$ cat src/rtl/uart_pkg.sv
// uart_pkg: state encoding and bit-timing helpers shared by the uart transmitter
// and receiver. The PARITY state is only entered when UART_RX_PARITY_EN is defined.
package uart_pkg;

  typedef enum logic [2:0] {
    ST_IDLE      = 3'd0,
    ST_START     = 3'd1,
    ST_DATA      = 3'd2,
    ST_PARITY    = 3'd3,
    ST_STOP      = 3'd4,
    ST_WAIT_IDLE = 3'd5
  } uart_state_e;

  // Clocks per bit period, integer truncated.
  function automatic int clks_per_bit(input int freq, input int baud);
    return freq / baud;
  endfunction

  // Offset from the start-bit edge to the middle of the start bit.
  function automatic int half_bit(input int freq, input int baud);
    return clks_per_bit(freq, baud) / 2;
  endfunction

endpackage

$ cat src/rtl/uart_rx_fifo.sv
// uart_rx_fifo: small synchronous FIFO with extra-MSB pointers.
// Head data is read straight from storage; a push while full is dropped
// unless a pop frees the slot in the same cycle.
module uart_rx_fifo
  import uart_pkg::*;
#(
  parameter int WIDTH = 8,
  parameter int DEPTH = 8
) (
  input  logic             clk,
  input  logic             rst_n,
  input  logic             push,
  input  logic [WIDTH-1:0] push_data,
  input  logic             pop,
  output logic [WIDTH-1:0] head_data,
  output logic             empty,
  output logic             full
);

  localparam int AW = $clog2(DEPTH);
  localparam logic [AW:0] PTR_ONE = 1;

  logic [AW:0]                 wr_ptr_q, wr_ptr_d;
  logic [AW:0]                 rd_ptr_q, rd_ptr_d;
  logic [DEPTH-1:0][WIDTH-1:0] mem_q, mem_d;
  logic                        do_push, do_pop;

  // Status, pointer advance and storage write.
  always_comb begin
    empty     = (wr_ptr_q == rd_ptr_q);
    full      = (wr_ptr_q[AW] != rd_ptr_q[AW]) &&
                (wr_ptr_q[AW-1:0] == rd_ptr_q[AW-1:0]);
    do_pop    = pop && !empty;
    do_push   = push && (!full || do_pop);
    wr_ptr_d  = wr_ptr_q;
    rd_ptr_d  = rd_ptr_q;
    mem_d     = mem_q;
    if (do_push) begin
      mem_d[wr_ptr_q[AW-1:0]] = push_data;
      wr_ptr_d                = wr_ptr_q + PTR_ONE;
    end
    if (do_pop) rd_ptr_d = rd_ptr_q + PTR_ONE;
    head_data = mem_q[rd_ptr_q[AW-1:0]];
  end

  // Storage is cleared on reset so the head reads zero out of reset.
  always_ff @(posedge clk or negedge rst_n) begin
    if (!rst_n) begin
      wr_ptr_q <= '0;
      rd_ptr_q <= '0;
      mem_q    <= '0;
    end else begin
      wr_ptr_q <= wr_ptr_d;
      rd_ptr_q <= rd_ptr_d;
      mem_q    <= mem_d;
    end
  end

endmodule

$ cat src/rtl/uart_rx.sv
// uart_rx: UART receiver (8N1, or 8E1 when UART_RX_PARITY_EN is defined)
// feeding a byte FIFO with a data_ready / read_ack handshake.
module uart_rx
  import uart_pkg::*;
#(
  parameter int CLOCK_FREQUENCY = 27000000,
  parameter int BAUD_RATE       = 115200,
  parameter int FIFO_DEPTH      = 8
) (
  input  logic       clk,
  input  logic       rst_n,
  input  logic       uart_rx_pin,
  output logic [7:0] rx_data,
  output logic       rx_data_ready,
  input  logic       rx_read_ack,
  output logic       rx_overrun,
  output logic       rx_frame_error
);

  localparam int          CLKS_PER_BIT = clks_per_bit(CLOCK_FREQUENCY, BAUD_RATE);
  localparam int          HALF_BIT     = half_bit(CLOCK_FREQUENCY, BAUD_RATE);
  localparam logic [15:0] CLKS_M1      = 16'(CLKS_PER_BIT - 1);
  localparam logic [15:0] HALF_M1      = 16'(HALF_BIT - 1);

  uart_state_e state_q, state_d;
  logic [15:0] cnt_q, cnt_d;
  logic [2:0]  bit_idx_q, bit_idx_d;
  logic [7:0]  shift_q, shift_d;
  logic        meta_q, meta_d;
  logic        rx_s_q, rx_s_d;
  logic        overrun_q, overrun_d;
  logic        frame_err_q, frame_err_d;
  logic        push, discard;
  logic        fifo_empty, fifo_full;
`ifdef UART_RX_PARITY_EN
  logic        bad_q, bad_d;
`endif

  // Receive FSM: the counter counts down to the next sample point and is
  // reloaded whenever the state changes.
  always_comb begin
    meta_d      = uart_rx_pin;
    rx_s_d      = meta_q;
    state_d     = state_q;
    cnt_d       = cnt_q;
    bit_idx_d   = bit_idx_q;
    shift_d     = shift_q;
    push        = 1'b0;
    frame_err_d = 1'b0;
`ifdef UART_RX_PARITY_EN
    bad_d   = bad_q;
    discard = bad_q;
`else
    discard = 1'b0;
`endif
    case (state_q)
      ST_IDLE: begin
        cnt_d = HALF_M1;
        if (!rx_s_q) state_d = ST_START;
      end
      ST_START: begin
        if (cnt_q == 16'd0) begin
          cnt_d     = CLKS_M1;
          bit_idx_d = 3'd0;
`ifdef UART_RX_PARITY_EN
          bad_d     = 1'b0;
`endif
          // A line that is high again mid start bit was a glitch.
          state_d   = rx_s_q ? ST_IDLE : ST_DATA;
        end else begin
          cnt_d = cnt_q - 16'd1;
        end
      end
      ST_DATA: begin
        if (cnt_q == 16'd0) begin
          shift_d   = {rx_s_q, shift_q[7:1]};
          bit_idx_d = bit_idx_q + 3'd1;
          cnt_d     = CLKS_M1;
          if (bit_idx_q == 3'd7) begin
`ifdef UART_RX_PARITY_EN
            state_d = ST_PARITY;
`else
            state_d = ST_STOP;
`endif
          end
        end else begin
          cnt_d = cnt_q - 16'd1;
        end
      end
`ifdef UART_RX_PARITY_EN
      ST_PARITY: begin
        if (cnt_q == 16'd0) begin
          cnt_d   = CLKS_M1;
          state_d = ST_STOP;
          // Even parity: data plus parity bit must XOR to zero.
          if (^{shift_q, rx_s_q}) begin
            frame_err_d = 1'b1;
            bad_d       = 1'b1;
          end
        end else begin
          cnt_d = cnt_q - 16'd1;
        end
      end
`endif
      ST_STOP: begin
        if (cnt_q == 16'd0) begin
          cnt_d = HALF_M1;
          if (rx_s_q) begin
            push    = !discard;
            state_d = ST_IDLE;
          end else begin
            // A frame already flagged for parity does not flag again.
            frame_err_d = !discard;
            state_d     = ST_WAIT_IDLE;
          end
        end else begin
          cnt_d = cnt_q - 16'd1;
        end
      end
      ST_WAIT_IDLE: begin
        cnt_d = HALF_M1;
        if (rx_s_q) state_d = ST_IDLE;
      end
      default: begin
        cnt_d   = HALF_M1;
        state_d = ST_IDLE;
      end
    endcase
    // Full implies non-empty, so an ack here always frees a slot.
    overrun_d = push && fifo_full && !rx_read_ack;
  end

  // Synchronizer idles high so reset never looks like a start bit.
  always_ff @(posedge clk or negedge rst_n) begin
    if (!rst_n) begin
      meta_q      <= 1'b1;
      rx_s_q      <= 1'b1;
      state_q     <= ST_IDLE;
      cnt_q       <= '0;
      bit_idx_q   <= '0;
      shift_q     <= '0;
      overrun_q   <= 1'b0;
      frame_err_q <= 1'b0;
`ifdef UART_RX_PARITY_EN
      bad_q       <= 1'b0;
`endif
    end else begin
      meta_q      <= meta_d;
      rx_s_q      <= rx_s_d;
      state_q     <= state_d;
      cnt_q       <= cnt_d;
      bit_idx_q   <= bit_idx_d;
      shift_q     <= shift_d;
      overrun_q   <= overrun_d;
      frame_err_q <= frame_err_d;
`ifdef UART_RX_PARITY_EN
      bad_q       <= bad_d;
`endif
    end
  end

  uart_rx_fifo #(
    .WIDTH (8),
    .DEPTH (FIFO_DEPTH)
  ) u_fifo (
    .clk       (clk),
    .rst_n     (rst_n),
    .push      (push),
    .push_data (shift_q),
    .pop       (rx_read_ack),
    .head_data (rx_data),
    .empty     (fifo_empty),
    .full      (fifo_full)
  );

  assign rx_data_ready  = !fifo_empty;
  assign rx_overrun     = overrun_q;
  assign rx_frame_error = frame_err_q;

endmodule

$ cat config.mk
export PLATFORM = sky130hd
export DESIGN_NAME = uart_rx
export DESIGN_NICKNAME = d
export VERILOG_FILES = /design/src/rtl/uart_pkg.sv /design/src/rtl/uart_rx_fifo.sv /design/src/rtl/uart_rx.sv
export SDC_FILE = /design/constraint.sdc
export NUM_CORES = 1
export LEC_CHECK = 0
export BUFFER_PORTS_ARGS = -buffer_cell sky130_fd_sc_hd__buf_4
export CORE_AREA = 2 2 113 115
export CTS_CLUSTER_DIAMETER = 120
export CTS_CLUSTER_SIZE = 28
export DETAILED_ROUTE_END_ITERATION = 6
export DIE_AREA = 0 0 115 117
export GPL_ROUTABILITY_DRIVEN = 1
export GPL_TIMING_DRIVEN = 0
export PLACE_DENSITY = 0.57
export SLEW_MARGIN = 40
export SYNTH_ARGS = -nofsm -noshare
export SYNTH_HDL_FRONTEND = slang
export SYNTH_SLANG_ARGS = --single-unit
$ cat constraint.sdc
create_clock -name clk -period 3.4 [get_ports clk]
set_input_delay 0.17 -clock clk [delete_from_list [all_inputs] [get_ports clk]]
set_output_delay 0.17 -clock clk [all_outputs]
set_load 0.005 [all_outputs]
After elaboration in Yosys (flattened, before gate mapping). Index checks and enable logic that the tools add are counted.

Eq/ne operators: 14. Order comparisons: 3. $mul: 0. Add/subtract/negate cells: 4. Shift operators: 0. Muxes and demuxes: 26. Divide/modulo/power cells: 0. Reduce and logical (&&, ||, !) cells: 17. Bitwise operators: 0.

Operators by type and width (count): $bwmux W64 (1); $mux W16 (2); $pmux W16 S2 (1); $mux W3 (9); $bmux W8 S3 (1); $demux W8 S3 (1); $logic_not A16 Y1 (1); $mux W8 (2); $sub A16 B1 Y16 const B (1); $pmux W3 S5 (1); $ne A2 B2 Y1 const B (6); $eq A3 B3 Y1 const B (3); $add A4 B1 Y4 const B (2); $lt A3 B4 Y1 const B (2); $logic_and A1 B1 Y1 (6); $mux W1 (6); $pmux W3 S2 (1); $reduce_and A6 Y1 (1); $eq A4 B4 Y1 (1); $add A3 B1 Y3 const B (1); $eq A3 B1 Y1 const B (1); $eq A3 B2 Y1 const B (1); $eq A3 B3 Y1 (1); $ge A3 B1 Y1 const B (1); 9 further kinds (11).

Bits in registers: 106. Memory bits (read-only): 0. Logic and storage cells: 82. Bits in writable memories: 0. Latch bits: 0. Memories: 0.

Depth between registers and ports, before layout. Gate-level depths: netlist (run 1).

Depth after elaboration: 5. Gate-level depth with buffers: 8.

Cells and area by module. Synthesis (run 1) repeated with hierarchy kept, for this count alone.

Cell total of the unflattened synthesis: 359. Area, all modules: 5218.8 sq um.

Modules (own cells, without submodules): uart_rx_fifo (area each 3522.1 sq um, times used 1, cells each 215); uart_rx (area each 1696.6 sq um, times used 1, cells each 144).

Worst setup path after synthesis (run 1). OpenSTA, ideal clock, no wires.

Path type: reg-to-reg. Start: register cnt_q[8]. End: register u_fifo.mem_q[32] (netlist name). Setup time: 0.125 ns. Clock period less this slack: 2.229 ns. Cell stages (with the launch flop): 6. Arrival time: 2.105 ns. Path slack: 1.171 ns. Cell sequence: dfrtp_1 > nor4_4 > nand4_4 > buf_6 > a2111oi_4 > mux2_2.

Cells in the longest elaborated chain, start to end: 4.

RTL lines: from (decl) (RTL line uart_rx.sv:26) `logic [15:0] cnt_q, cnt_d;`; from (signal assigned) (RTL line uart_rx.sv:151) `cnt_q <= cnt_d;`; $logic_not A16 Y1 (RTL line uart_rx.sv:106) `if (cnt_q == 16'd0) begin`; $mux W1 (RTL line uart_rx.sv:106); $mux W1 (RTL line uart_rx.sv:56) `case (state_q)`; $logic_and A1 B1 Y1 (RTL line uart_rx_fifo.sv:34) `do_push = push && (!full || do_pop);`; to (signal assigned) (RTL line uart_rx_fifo.sv:55) `mem_q <= mem_d;`; to (decl) (RTL line uart_rx_fifo.sv:25) `logic [DEPTH-1:0][WIDTH-1:0] mem_q, mem_d;`.

Every way passes these cells. A chain may end at the register's enable or synchronous reset.

Worst setup path in the final report (run 1).
Start: register cnt_q[8]. End: register u_fifo.mem_q[31] (netlist name).

Same word-level chain as after synthesis.

==> results of run 1 <==
cell usage after synthesis (all sizes together):
cell type | instances | area, µm²
a2111oi | 8 | 201
a211o | 1 | 8.76
a211oi | 2 | 15.0
a21bo | 1 | 10.0
a21o | 6 | 45.0
a21oi | 7 | 35.0
a31oi | 1 | 6.26
and4 | 1 | 8.76
buf | 6 | 36.3
clkbuf | 9 | 33.8
dfrtp | 104 | 2600
dfstp | 2 | 52.6
ha | 6 | 75.1
inv | 4 | 15.0
mux2 | 82 | 923
mux2i | 1 | 10.0
mux4 | 16 | 360
nand2 | 19 | 71.3
nand2b | 7 | 43.8
nand3 | 6 | 30.0
nand3b | 2 | 15.0
nand4 | 6 | 52.6
nand4b | 2 | 17.5
nor2 | 16 | 62.6
nor2b | 1 | 6.26
nor3 | 6 | 40.0
nor3b | 3 | 22.5
nor4 | 3 | 40.0
nor4b | 2 | 23.8
nor4bb | 1 | 10.0
o21ai | 3 | 15.0
o31ai | 4 | 30.0
o41ai | 3 | 26.3
or4 | 1 | 7.51
xnor2 | 4 | 35.0
xor2 | 17 | 149
what timing repair did:
| action | 4_1_cts | 5_1_grt |
|---|---|---|
| endpoints found under the setup margin | 0 | 0 |
| hold buffers | 2 | 0 |
| buffers inserted | 0 | 0 |
| endpoints found under the hold margin | 105 | 0 |
power by group:
group | total (µW) | internal, µW | leakage (µW) | switching, µW
Sequential | 1310 | 1290 | 0.00144 | 19.4
Clock | 1080 | 583 | 0.000145 | 500
Combinational | 489 | 179 | 0.00105 | 309
worst paths after layout:
path	start	cells past startpoint	slack [ns]	end
max in group asynchronous	rst_n	3	2.49	u_fifo.mem_q[34]
setup reg to reg	cnt_q[8]	5	0.75	u_fifo.mem_q[31]
setup / recovery	cnt_q[8]	5	0.75	u_fifo.mem_q[31]
min in group asynchronous	rst_n	2	0.25	cnt_q[8]
hold reg to reg	meta_q	0	0.36	rx_s_q
hold / removal	rx_read_ack	4	0.21	u_fifo.rd_ptr_q[2]
state kept, by name, indices dropped and copies added (netlist names), 3 cells and up:
| name | count |
|---|---|
| u_fifo.wr_ptr_q | 4 |
| u_fifo.mem_q | 64 |
| state_q | 3 |
| cnt_q | 16 |
| shift_q | 8 |
| bit_idx_q | 3 |
| u_fifo.rd_ptr_q | 4 |
kinds of logic (layout without fill, tap and decap cells):
logic type | count (synthesis) | count (layout) | share of synthesized area
xor+xnor | 21 | 21 | 0.0358
compound gates | 36 | 36 | 0.0765
mux | 99 | 99 | 0.252
flops | 106 | 106 | 0.517
buf+inv | 19 | 59 | 0.0166
simple gates | 76 | 76 | 0.0879
fa+ha+maj | 6 | 6 | 0.0146
critical path, stage by stage (launching register included):
cell and delay [ns]:
sky130_fd_sc_hd__dfrtp_1 0.44, sky130_fd_sc_hd__nor4_4 0.56, sky130_fd_sc_hd__nand4_4 0.26, sky130_fd_sc_hd__buf_6 0.24
sky130_fd_sc_hd__a2111oi_4 0.63, sky130_fd_sc_hd__mux2_2 0.41
layer usage:
metal | vias up | wire length, µm
met5 | - | 0
met4 | 0 | 161
met2 | 24 | 4790
met1 | 1571 | 5040
li1 | 1425 | -
met3 | 10 | 168
area by class of cell:
cell class                      instances  area share
Sequential cell                       106       0.453
Multi-Input combinational cell        238       0.411
Clock buffer                            9      0.0384
Timing Repair Buffer                   24      0.0375
Tap cell                              150      0.0320
Clock inverter                          7      0.0141
Buffer                                 15      0.0122
Inverter                                4     0.00256
metrics by stage:
stage | setup slack (ns) | hold slack [ns] | area, µm² | utilization | total power (µW)
final | 0.751 | 0.209 | 5870 | 0.476 | 2880
after global routing | 0.545 | 0.219 | 5870 | 0.476 | 3010
after CTS | 0.646 | 0.191 | 5810 | 0.472 | 2890
after detailed placement | 0.669 | 0.286 | 5480 | 0.445 | 1800
after global placement | 0.663 | 0.278 | 5430 | 0.441 | 1800
after floorplan | 1.17 | -0.126 | 5140 | - | 1660
==> Implementation_results.wiki, run 1 <==
{| class="wikitable"
! Metric !! Value
|-
| First-pass GRT wire length || 16.7 mm
|-
| Crit Path Max Fanout || 10
|-
| Routed vias/inst || between 5 and 6
|-
| Register bit total from synthesis || roughly 110
|-
| Residual antenna-violating net count after detailed routing || 0
|-
| Global routing usage on met3 || 0.0252
|-
| Power density over cell area || 491 mW/mm²
|-
| Leading cell types in the layout, fill and taps excluded || sky130_fd_sc_hd__dfrtp_1, sky130_fd_sc_hd__mux2_2, sky130_fd_sc_hd__buf_4, sky130_fd_sc_hd__nand2_1, sky130_fd_sc_hd__xor2_1
|-
| Number of buffers created by CTS || 9
|-
| Estimated wirelength of the detail-placed design || 6.70 mm
|-
| Number of nets produced by synthesis || 373
|-
| Total negative slack || 0 ns
|-
| Final Hold Violating Endpoints || 0
|-
| Initial DRC count || 175
|-
| Count of different cell masters after synthesis || 47
|-
| Type of the worst min-delay path || primary input to flip-flop
|-
| Antenna violations before repair || 0
|-
| DRC violation count after routing || 0
|-
| CTS tree || yes
|-
| Worst-skew pair later-pin latency || ~0.35 ns
|-
| Aggregate routed wire length || a little over 10 mm
|-
| Highest clock rate || between 0.3 and 0.4 GHz
|-
| Antenna Cells || 0
|-
| Nets@finish || approximately 400
|-
| Routed len/inst || around 18 µm
|-
| DP Cell Count || between 500 and 600
|-
| Die Outline Area || between 0.01 and 0.015 mm²
|-
| Die Height || between 100 and 150 µm
|-
| Number of warning messages in the yosys log || 0
|-
| Count of cells resized by post-cts repair || 0
|-
| Pleak || roughly 0.0026 µW
|-
| CP endpoint kind || flip-flop
|-
| Count of vias placed by the detailed router || approximately 3000
|-
| Initial DRT Pass Iterations || 4
|-
| Type of the worst setup path || flip-flop to flip-flop
|-
| Kind of start point of the critical path || flip-flop
|-
| Unrepaired setup endpoints after global routing || no
|-
| Num ports || 15
|-
| Fin crit period || between 2 and 3 ns
|-
| Slew Viols, Final || 0
|-
| Met1 Resource Use GR || 0.229
|-
| Area taken by flip-flops and latches || about 0.0027 mm²
|-
| Synthesized instance count || roughly 360
|-
| Share of the clock period used by the worst path || 0.779
|-
| Layout area overhead || 14.2%
|-
| Clock root cell || sky130_fd_sc_hd__clkbuf_16
|-
| Clock Path Buffers || 2
|-
| Count of placed standard cells in the final layout, fillers left out || about 550
|-
| Overflow after GRT || 0
|-
| Status || complete, no violations
|-
| Required time of the critical path || around 3.6 ns
|-
| Transition at the pin with the smallest max-transition slack || roughly 0.81 ns
|-
| Initial core utilization || 0.417
|-
| Post-Syn Area per Cell || approximately 14 µm²
|-
| Register area share after synthesis || 0.517
|-
| GR peak layer || met2
|-
| Peak supply drop || roughly 0.00024 V
|-
| Via count of the first global-routing pass || between 3000 and 4000
|-
| GR Util met2 || 0.261
|-
| Share of post-route cells with drive strength above 1 || 0.385
|-
| Count of standard-cell rows || 41
|-
| Level count of the clock H-tree || 3
|-
| Combined global-route utilization of all metal layers || 0.164
|-
| Maximum number of pins on one net before global-route repair || ~110
|-
| Width of the die || about 120 µm
|-
| Final count of negative-setup-slack endpoints || 0
|-
| Clock input transition at the sequential cells of the worst setup and hold paths || approximately 0.070 ns
|-
| # fillers || 1111
|-
| Number of buffers added on ports || 14
|-
| Number of maximum-capacitance violations || 0
|-
| Syn Std Cell Area || approximately 0.0051 mm²
|-
| Leading cell type in the layout, fill and taps excluded || sky130_fd_sc_hd__dfrtp_1
|-
| Placeable Area || roughly 0.012 mm²
|-
| Skew final || slightly above 0.01 ns
|-
| Multi-input combinational cell area || 0.00241 mm²
|-
| Worst relative slew slack || 0.460
|-
| Routability congestion estimate || 0.759
|-
| Number of clock sinks seen by CTS || between 100 and 150
|-
| Data arrival time at the worst-slack endpoint || between 2 and 3 ns
|}
Note: power is estimated with default switching activity, not from simulation.
==> inputs of run 2 (changes only) <==
--- a/config.mk
+++ b/config.mk
@@ -5,12 +5,13 @@
 export SDC_FILE = /design/constraint.sdc
 export NUM_CORES = 1
 export LEC_CHECK = 0
+export ABC_AREA = 1
 export BUFFER_PORTS_ARGS = -buffer_cell sky130_fd_sc_hd__buf_4
-export CORE_AREA = 2 2 113 115
+export CORE_AREA = 2 2 116 118
 export CTS_CLUSTER_DIAMETER = 120
 export CTS_CLUSTER_SIZE = 28
 export DETAILED_ROUTE_END_ITERATION = 6
-export DIE_AREA = 0 0 115 117
+export DIE_AREA = 0 0 118 120
 export GPL_ROUTABILITY_DRIVEN = 1
 export GPL_TIMING_DRIVEN = 0
 export PLACE_DENSITY = 0.57
==> constraint.sdc (replaced) <==
create_clock -name clk -period 2.7 [get_ports clk]
set_input_delay 0.135 -clock clk [delete_from_list [all_inputs] [get_ports clk]]
set_output_delay 0.135 -clock clk [all_outputs]
set_load 0.005 [all_outputs]
==> run 2 against run 1 <==
Sequential power grew 26%. Sequential cell count stayed put. Combinational power grew to 2.6 times the previous value. Setup slack got worse by 0.43 ns. Clock power rose by 25%.
==> Implementation_results.wiki, run 2 <==
{| class="wikitable"
! Metric !! Value
|-
| Post-Place Worst Slack || 0.729 ns (+0.0602 ns)
|-
| Data arrival time at the worst-slack endpoint || 2.24 ns (-0.65 ns)
|-
| Fin crit period || ~2.4 ns
|-
| Routed len/inst || 16.5 µm (-10%)
|-
| Number of nets produced by synthesis || 688 (+84%)
|-
| Number of maximum-capacitance violations || 0 (unchanged)
|-
| Layout area overhead || 12.4%
|-
| Area fraction of the dominant cell type after synthesis || 0.474 (-0.0323)
|-
| Leading cell type in the layout, fill and taps excluded || sky130_fd_sc_hd__nand2_1
|-
| Share of the clock period used by the worst path || 0.880
|-
| Required time of the critical path || 2.57 ns (-1.07 ns)
|-
| Num ports || 15 (unchanged)
|-
| Register area share after synthesis || 0.484 (-0.0330)
|-
| Internal power contribution || 2840 µW (+39%)
|-
| Final count of negative-setup-slack endpoints || 0 (unchanged)
|-
| Top area cells in the synthesized netlist || sky130_fd_sc_hd__dfrtp_1, sky130_fd_sc_hd__nand2_1, sky130_fd_sc_hd__nand4_1
|-
| Share of total power in combinational logic || 0.299 (+0.129)
|-
| Placeable Area || 0.0130 mm² (+5.4%)
|-
| Total negative slack || 0 ns (unchanged)
|-
| Pleak || 0.00312 µW (+19%)
|-
| Level count of the clock H-tree || 3 (unchanged)
|-
| Largest register by flop count || u_fifo.mem_q
|-
| Number of buffers added on ports || 14 (unchanged)
|-
| Sequential share of power || 0.386 (-0.068)
|-
| Aggregate routed wire length || 14.6 mm (+44%)
|-
| Most common cell in the netlist || sky130_fd_sc_hd__nand2_1
|-
| Worst-skew pair later-pin latency || 0.36 ns (about the same)
|-
| CTS tree || yes
|-
| Kind of start point of the critical path || flip-flop
|-
| Crit Path Max Fanout || 10 (unchanged)
|-
| Fraction of synthesis flops using an asynchronous set or reset pin || 1.00 (unchanged)
|-
| PnR worst setup slack || 0.324 ns (-0.427 ns)
|-
| Antenna Cells || 0 (unchanged)
|-
| Residual antenna-violating net count after detailed routing || 0 (unchanged)
|-
| Initial core utilization || 0.423 (+0.00551)
|-
| Finished Core Util || 0.475 (-0.00139)
|-
| Initial DRC count || 399 (+130%)
|-
| Die Height || 120 µm (+2.6%)
|-
| Count of different cell masters after synthesis || 29 (-38%)
|-
| Share of post-route cells with drive strength above 1 || 0.114 (-0.271)
|-
| Synthesized instance count || 678 (+87%)
|-
| Clock share of power || 0.315 (-0.061)
|-
| Transition at the pin with the smallest max-transition slack || 0.784 ns (-0.0255 ns)
|-
| Maximum number of pins on one net before global-route repair || 107 (unchanged)
|-
| Unrepaired setup endpoints after global routing || no
|-
| Initial DRT Pass Iterations || 6 (+2)
|-
| Antenna violations before repair || 0 (unchanged)
|-
| Routability congestion estimate || 0.929 (+22%)
|-
| Final Hold Slack || 0.144 ns (-0.0650 ns)
|-
| Largest area contributor in the netlist || sky130_fd_sc_hd__dfrtp_1
|-
| Clock root cell || sky130_fd_sc_hd__clkbuf_16
|-
| Via count of the first global-routing pass || 4577 (+48%)
|-
| DRC violation count after routing || 0 (unchanged)
|-
| Number of buffers created by CTS || 9 (unchanged)
|-
| Type of the worst min-delay path || primary input to flip-flop
|-
| Leading cell types by count after synthesis || sky130_fd_sc_hd__nand2_1, sky130_fd_sc_hd__dfrtp_1, sky130_fd_sc_hd__nor2_1
|-
| Register bit total from synthesis || 106 (unchanged)
|-
| Die Outline Area || 0.0142 mm² (+5.2%)
|-
| Clock input transition at the sequential cells of the worst setup and hold paths || 0.07 ns (about the same)
|-
| Number of clock sinks seen by CTS || 106 (unchanged)
|-
| Worst relative slew slack || 0.476 (+0.0151)
|-
| Syn Std Cell Area || 0.00549 mm² (+6.8%)
|-
| Post-Syn Area per Cell || 8.09 µm² (-43%)
|-
| # fillers || 1296 (+17%)
|-
| Main flop type after synthesis || sky130_fd_sc_hd__dfrtp_1
|-
| CP endpoint kind || output pin
|-
| Peak supply drop || 0.000538 V (+120%)
|-
| Final Total Pwr || 4280 µW (+49%)
|-
| Width of the die || 118 µm (+2.6%)
|-
| Estimated wirelength of the detail-placed design || 9.87 mm (+47%)
|-
| Number of warning messages in the yosys log || 0 (unchanged)
|-
| Largest registers || u_fifo.mem_q x64, cnt_q x16, shift_q x8
|-
| Largest register FFs || 64 (unchanged)
|-
| Net switching power figure || 1440 µW (+73%)
|-
| Highest clock rate || around 0.42 GHz
|-
| First-pass GRT wire length || 23.8 mm (+42%)
|-
| Count of vias placed by the detailed router || 4803 (+59%)
|-
| Status || complete, no violations
|-
| Count of standard-cell rows || 42 (+2.4%)
|-
| Power density over cell area || 694 mW/mm² (+41%)
|-
| Skew final || 0.00783 ns (-0.00247 ns)
|-
| Count of cells resized by post-cts repair || 0 (unchanged)
|-
| Nets@finish || 716 (+75%)
|-
| Multi-input combinational cell area || 0.00244 mm² (+1.4%)
|-
| Area taken by flip-flops and latches || 0.00266 mm² (unchanged)
|-
| Clock Path Buffers || 2 (unchanged)
|-
| Combined global-route utilization of all metal layers || 0.216 (+0.0518)
|-
| Slew Viols, Final || 0 (unchanged)
|-
| Post-synth EDFFs || 0 (unchanged)
|-
| Sw Ratio || 0.336 (+0.0482)
|-
| Leading cell types in the layout, fill and taps excluded || sky130_fd_sc_hd__nand2_1, sky130_fd_sc_hd__dfrtp_1, sky130_fd_sc_hd__nor2_1
|-
| Routed vias/inst || 5.41 (-1.2%)
|-
| Overflow after GRT || 0 (unchanged)
|-
| Final Hold Violating Endpoints || 0 (unchanged)
|-
| Type of the worst setup path || flip-flop to output pin
|}
==> run 2: changes by cell type after synthesis, moves of 8 or more <==
cell / change
sky130_fd_sc_hd__nand2_1: +182
sky130_fd_sc_hd__mux2_2: -79
sky130_fd_sc_hd__nor2_1: +74
sky130_fd_sc_hd__nand4_1: +59
sky130_fd_sc_hd__o21ai_0: +40
sky130_fd_sc_hd__inv_1: +24
sky130_fd_sc_hd__mux4_2: -16
sky130_fd_sc_hd__nand3_1: +14
sky130_fd_sc_hd__buf_6: +13
sky130_fd_sc_hd__o22ai_1: +8
sky130_fd_sc_hd__xor2_1: -8
==> run 2: timing repair <==
| item | CTS | global route |
|---|---|---|
| setup buffers | 0 | 0 |
| hold buffers | 2 | 0 |
| hold endpoints to repair | 105 | 0 |
==> run 2: critical path: stages (launching register included) <==
cell and delay [ns]:
sky130_fd_sc_hd__dfrtp_1 0.38, sky130_fd_sc_hd__buf_2 0.19, sky130_fd_sc_hd__inv_1 0.16, sky130_fd_sc_hd__clkbuf_1 0.39, sky130_fd_sc_hd__nor2_1 0.12, sky130_fd_sc_hd__o22ai_1 0.22
sky130_fd_sc_hd__nor2_1 0.06, sky130_fd_sc_hd__a31oi_1 0.22, sky130_fd_sc_hd__buf_4 0.15
==> run 2: logic make-up (layout without fill, tap and decap cells) <==
kind of cell	count (synthesis)	count (layout)	share of synthesized area
buffers and inverters	71	104	0.0714
XOR/XNOR	14	14	0.0223
adder cells (fa/ha/maj)	6	6	0.0137
AND/OR/NAND/NOR	404	404	0.335
flip-flops	106	106	0.484
AO/OA/AOI/OAI	77	77	0.0739
==> run 2: per-stage QoR <==
| stage | std cells | instance area [µm²] |
|---|---|---|
| CTS | 886 | 6140 |
| global placement | 868 | 5810 |
| floorplan | 678 | 5490 |
| finish | 887 | 6170 |
| detailed placement | 868 | 5820 |
| global route | 887 | 6170 |
==> run 2: power by group through the flow <==
stage / clock, µW / combinational [µW] / sequential, µW
4_1_cts: 1380 / 1270 / 1650
5_1_grt: 1440 / 1400 / 1650
6_report: 1350 / 1280 / 1650
2_1_floorplan: 0 / 760 / 1670
3_3_place_gp: 0 / 1260 / 1680
3_5_place_dp: 0 / 1260 / 1680
==> run 2: routing by layer <==
layer  global-route usage  wire [µm]  vias up
met3               0.0471        721       23
met4               0.0821        334        0
met1                0.292       6660     2340
met5                    0          0        -
met2                0.340       6890      125
li1                     -          -     2315
==> run 2: final timing paths <==
path | depth (start not counted) | slack (ns) | from | to
min | 3 | 0.14 | rx_read_ack | u_fifo.rd_ptr_q[0]
min reg2reg | 0 | 0.36 | meta_q | rx_s_q
max reg2reg | 7 | 0.79 | u_fifo.wr_ptr_q[2] | u_fifo.mem_q[23]
max in group asynchronous | 3 | 1.75 | rst_n | meta_q
max | 8 | 0.32 | u_fifo.rd_ptr_q[0] | rx_data[6]
min in group asynchronous | 2 | 0.24 | rst_n | u_fifo.mem_q[49]
==> run 2: cell type report <==
type                    instances  share of cell area
plain buffers                  39              0.0440
well taps                     176              0.0357
repair buffers                 17              0.0260
flip-flops and latches        106               0.431
clock buffers                  12              0.0400
clock inverters                 4             0.00832
multi-input cells             501               0.396
inverters                      32              0.0195
==> inputs of run 3 (changes only) <==
--- a/config.mk
+++ b/config.mk
@@ -8,6 +8,7 @@
 export ABC_AREA = 1
 export BUFFER_PORTS_ARGS = -buffer_cell sky130_fd_sc_hd__buf_4
 export CORE_AREA = 2 2 116 118
+export CTS_BUF_LIST = sky130_fd_sc_hd__clkbuf_4
 export CTS_CLUSTER_DIAMETER = 120
 export CTS_CLUSTER_SIZE = 28
 export DETAILED_ROUTE_END_ITERATION = 6
==> run 3 against run 2 <==
Count of clock-buffer cells in the layout down 1. Critical endpoint unchanged. Highest routed layer unchanged. Via count up 0.31%. Design area down 2.4%. Sequential cell count unchanged. Non-clock buffer count up 1. Cell count up 0.11%. Utilization down 1.2 points. Die area unchanged.
==> Implementation_results.wiki, run 3 (synthesis gave the netlist of run 2 again) <==
{| class="wikitable"
! Metric !! Value
|-
| Highest clock rate || 0.389 GHz (-7.6%)
|-
| Initial core utilization || 0.423 (unchanged)
|-
| Share of post-route cells with drive strength above 1 || 0.115 (+0.00124)
|-
| Final Total Pwr || 3780 µW (-12%)
|-
| Status || complete, no violations
|-
| Estimated wirelength of the detail-placed design || 9.87 mm (unchanged)
|-
| Unrepaired setup endpoints after global routing || no
|-
| Transition at the pin with the smallest max-transition slack || 0.739 ns (-0.0449 ns)
|-
| Antenna violations before repair || 0 (unchanged)
|-
| Clock input transition at the sequential cells of the worst setup and hold paths || 0.16 ns (+0.09 ns)
|-
| Required time of the critical path || 2.57 ns (about the same)
|-
| Final count of negative-setup-slack endpoints || 0 (unchanged)
|-
| Type of the worst min-delay path || primary input to asynchronous set/reset pin
|-
| Residual antenna-violating net count after detailed routing || 0 (unchanged)
|-
| Net switching power figure || 1380 µW (-3.8%)
|-
| Number of buffers added on ports || 14 (unchanged)
|-
| Sw Ratio || 0.366 (+0.0299)
|-
| CTS tree || yes
|-
| Count of standard-cell rows || 42 (unchanged)
|-
| Number of buffers created by CTS || 9 (unchanged)
|-
| Power density over cell area || 628 mW/mm² (-9.4%)
|-
| Nets@finish || 717 (+0.14%)
|-
| Initial DRC count || 374 (-6.3%)
|-
| Launch point of the worst path || u_fifo.rd_ptr_q[0]
|-
| Pleak || 0.00306 µW (-2.1%)
|-
| Largest registers || u_fifo.mem_q x64, cnt_q x16, shift_q x8
|-
| Area taken by flip-flops and latches || 0.00266 mm² (unchanged)
|-
| Kind of start point of the critical path || flip-flop
|-
| Family with the most delay on the worst path || buffers and inverters
|-
| Slew Viols, Final || 0 (unchanged)
|-
| Clock root cell || sky130_fd_sc_hd__clkbuf_4
|-
| Final Hold Slack || 0.0829 ns (-0.0609 ns)
|-
| Num ports || 15 (unchanged)
|-
| Clock Path Buffers || 2 (unchanged)
|-
| Die Height || 120 µm (unchanged)
|-
| First-pass GRT wire length || 23.8 mm (+0.17%)
|-
| Crit Path Max Fanout || 10 (unchanged)
|-
| Share of the clock period used by the worst path || 0.953 (+0.0728)
|-
| Aggregate routed wire length || 14.6 mm (-0.36%)
|-
| Overflow after GRT || 0 (unchanged)
|-
| Antenna Cells || 0 (unchanged)
|-
| Worst-skew pair later-pin latency || 0.50 ns (+0.14 ns)
|-
| Type of the worst setup path || flip-flop to output pin
|-
| Routability congestion estimate || 0.929 (unchanged)
|-
| Skew final || 0.0202 ns (+0.0124 ns)
|-
| Critical register-to-register path startpoint || u_fifo.wr_ptr_q[0]
|-
| Level count of the clock H-tree || 3 (unchanged)
|-
| Share of total power in combinational logic || 0.339 (+0.040)
|-
| Slowest stage cell, crit path || sky130_fd_sc_hd__dfrtp_1
|-
| DRC violation count after routing || 0 (unchanged)
|-
| Most frequent CP cell || sky130_fd_sc_hd__nor2_1
|-
| Clock share of power || 0.224 (-0.091)
|-
| Largest register FFs || 64 (unchanged)
|-
| Data arrival time at the worst-slack endpoint || 2.44 ns (+0.20 ns)
|-
| Maximum number of pins on one net before global-route repair || 107 (unchanged)
|-
| Ordered cell list for the critical path || buf_2 -> inv_1 -> clkbuf_1 -> nor2_1 -> o22ai_1 -> nor2_1 -> a31oi_1 -> buf_4
|-
| Number of maximum-capacitance violations || 0 (unchanged)
|-
| Routed len/inst || 16.4 µm (-0.47%)
|-
| Placeable Area || 0.0130 mm² (unchanged)
|-
| Count of cells resized by post-cts repair || 0 (unchanged)
|-
| CP Buf/Inv Count || 4 (unchanged)
|-
| Peak supply drop || 0.000375 V (-30%)
|-
| Total negative slack || 0 ns (unchanged)
|-
| Layout area overhead || 9.62%
|-
| Via count of the first global-routing pass || 4562 (-0.33%)
|-
| Crit-path max cell delay || 0.41 ns (+0.02 ns)
|-
| Combined global-route utilization of all metal layers || 0.215 (-0.000927)
|-
| Largest register by flop count || u_fifo.mem_q
|-
| Internal power contribution || 2400 µW (-16%)
|-
| CP endpoint kind || output pin
|-
| Sequential share of power || 0.437 (+0.051)
|-
| Multi-input combinational cell area || 0.00244 mm² (unchanged)
|-
| # fillers || 1313 (+1.3%)
|-
| Worst relative slew slack || 0.506 (+0.0301)
|-
| Fin crit period || 2.57 ns (+0.197 ns)
|-
| Leading cell type in the layout, fill and taps excluded || sky130_fd_sc_hd__nand2_1
|-
| Width of the die || 118 µm (unchanged)
|-
| Final Hold Violating Endpoints || 0 (unchanged)
|-
| Routed vias/inst || 5.43 (+0.20%)
|-
| Number of clock sinks seen by CTS || 106 (unchanged)
|-
| Count of vias placed by the detailed router || 4818 (+0.31%)
|-
| Initial DRT Pass Iterations || 5 (-1)
|-
| Die Outline Area || 0.0142 mm² (unchanged)
|-
| Leading cell types in the layout, fill and taps excluded || sky130_fd_sc_hd__nand2_1, sky130_fd_sc_hd__dfrtp_1, sky130_fd_sc_hd__nor2_1
|}
run 3: worst reg2reg max path, stage by stage, from the launching register on:
cell	delay, ns
sky130_fd_sc_hd__dfrtp_1	0.37
sky130_fd_sc_hd__buf_2	0.21
sky130_fd_sc_hd__inv_2	0.10
sky130_fd_sc_hd__nor2_1	0.57
sky130_fd_sc_hd__nand3_2	0.33
sky130_fd_sc_hd__nand2_1	0.14
sky130_fd_sc_hd__nand2_1	0.06
run 3: final cells by class:
class                           count  area share
Clock inverter                      5     0.00915
Tap cell                          176      0.0366
Sequential cell                   106       0.441
Buffer                             39      0.0451
Timing Repair Buffer               18      0.0283
Multi-Input combinational cell    501       0.406
Clock buffer                       11      0.0137
Inverter                           32      0.0200
run 3: what timing repair did:
action,CTS,global route
endpoints found under the hold margin,108,0
hold buffers,3,0
setup buffers,0,0
setup endpoints to repair,0,0
run 3: path summary, 6_finish.rpt:
kind	end	slack [ns]	cells after the start
min in group clk	meta_q	0.29	2
worst min-delay path	u_fifo.mem_q[49]	0.08	2
worst min register to register	rx_s_q	0.37	0
worst max-delay path	rx_data[6]	0.13	8
max in group asynchronous	rx_s_q	1.92	3
worst max register to register	u_fifo.mem_q[29]	0.83	6
run 3: routing by layer:
layer  vias to the layer above  track usage  wire [µm]
met5                         -            0          0
met4                         0       0.0640        210
met1                      2332        0.292       6510
met2                       153        0.343       6920
met3                        18       0.0518        924
li1                       2315            -          -
run 3: power by group through the flow:
stage               combinational, µW  clock (µW)  sequential [µW]
detailed placement               1260           0             1680
finish                           1280         846             1650
CTS                              1260         872             1650
global route                     1400         934             1660
floorplan                         760           0             1670
global placement                 1260           0             1680
run 3: through the flow:
stage / cells / util / setup WS [ns] / area [µm²]
2_1_floorplan: 678 / - / 1.17 / 5490
3_3_place_gp: 868 / 0.448 / 0.691 / 5810
3_5_place_dp: 868 / 0.448 / 0.729 / 5820
4_1_cts: 887 / 0.461 / 0.148 / 5990
5_1_grt: 888 / 0.463 / 0.0231 / 6020
6_report: 888 / 0.463 / 0.127 / 6020
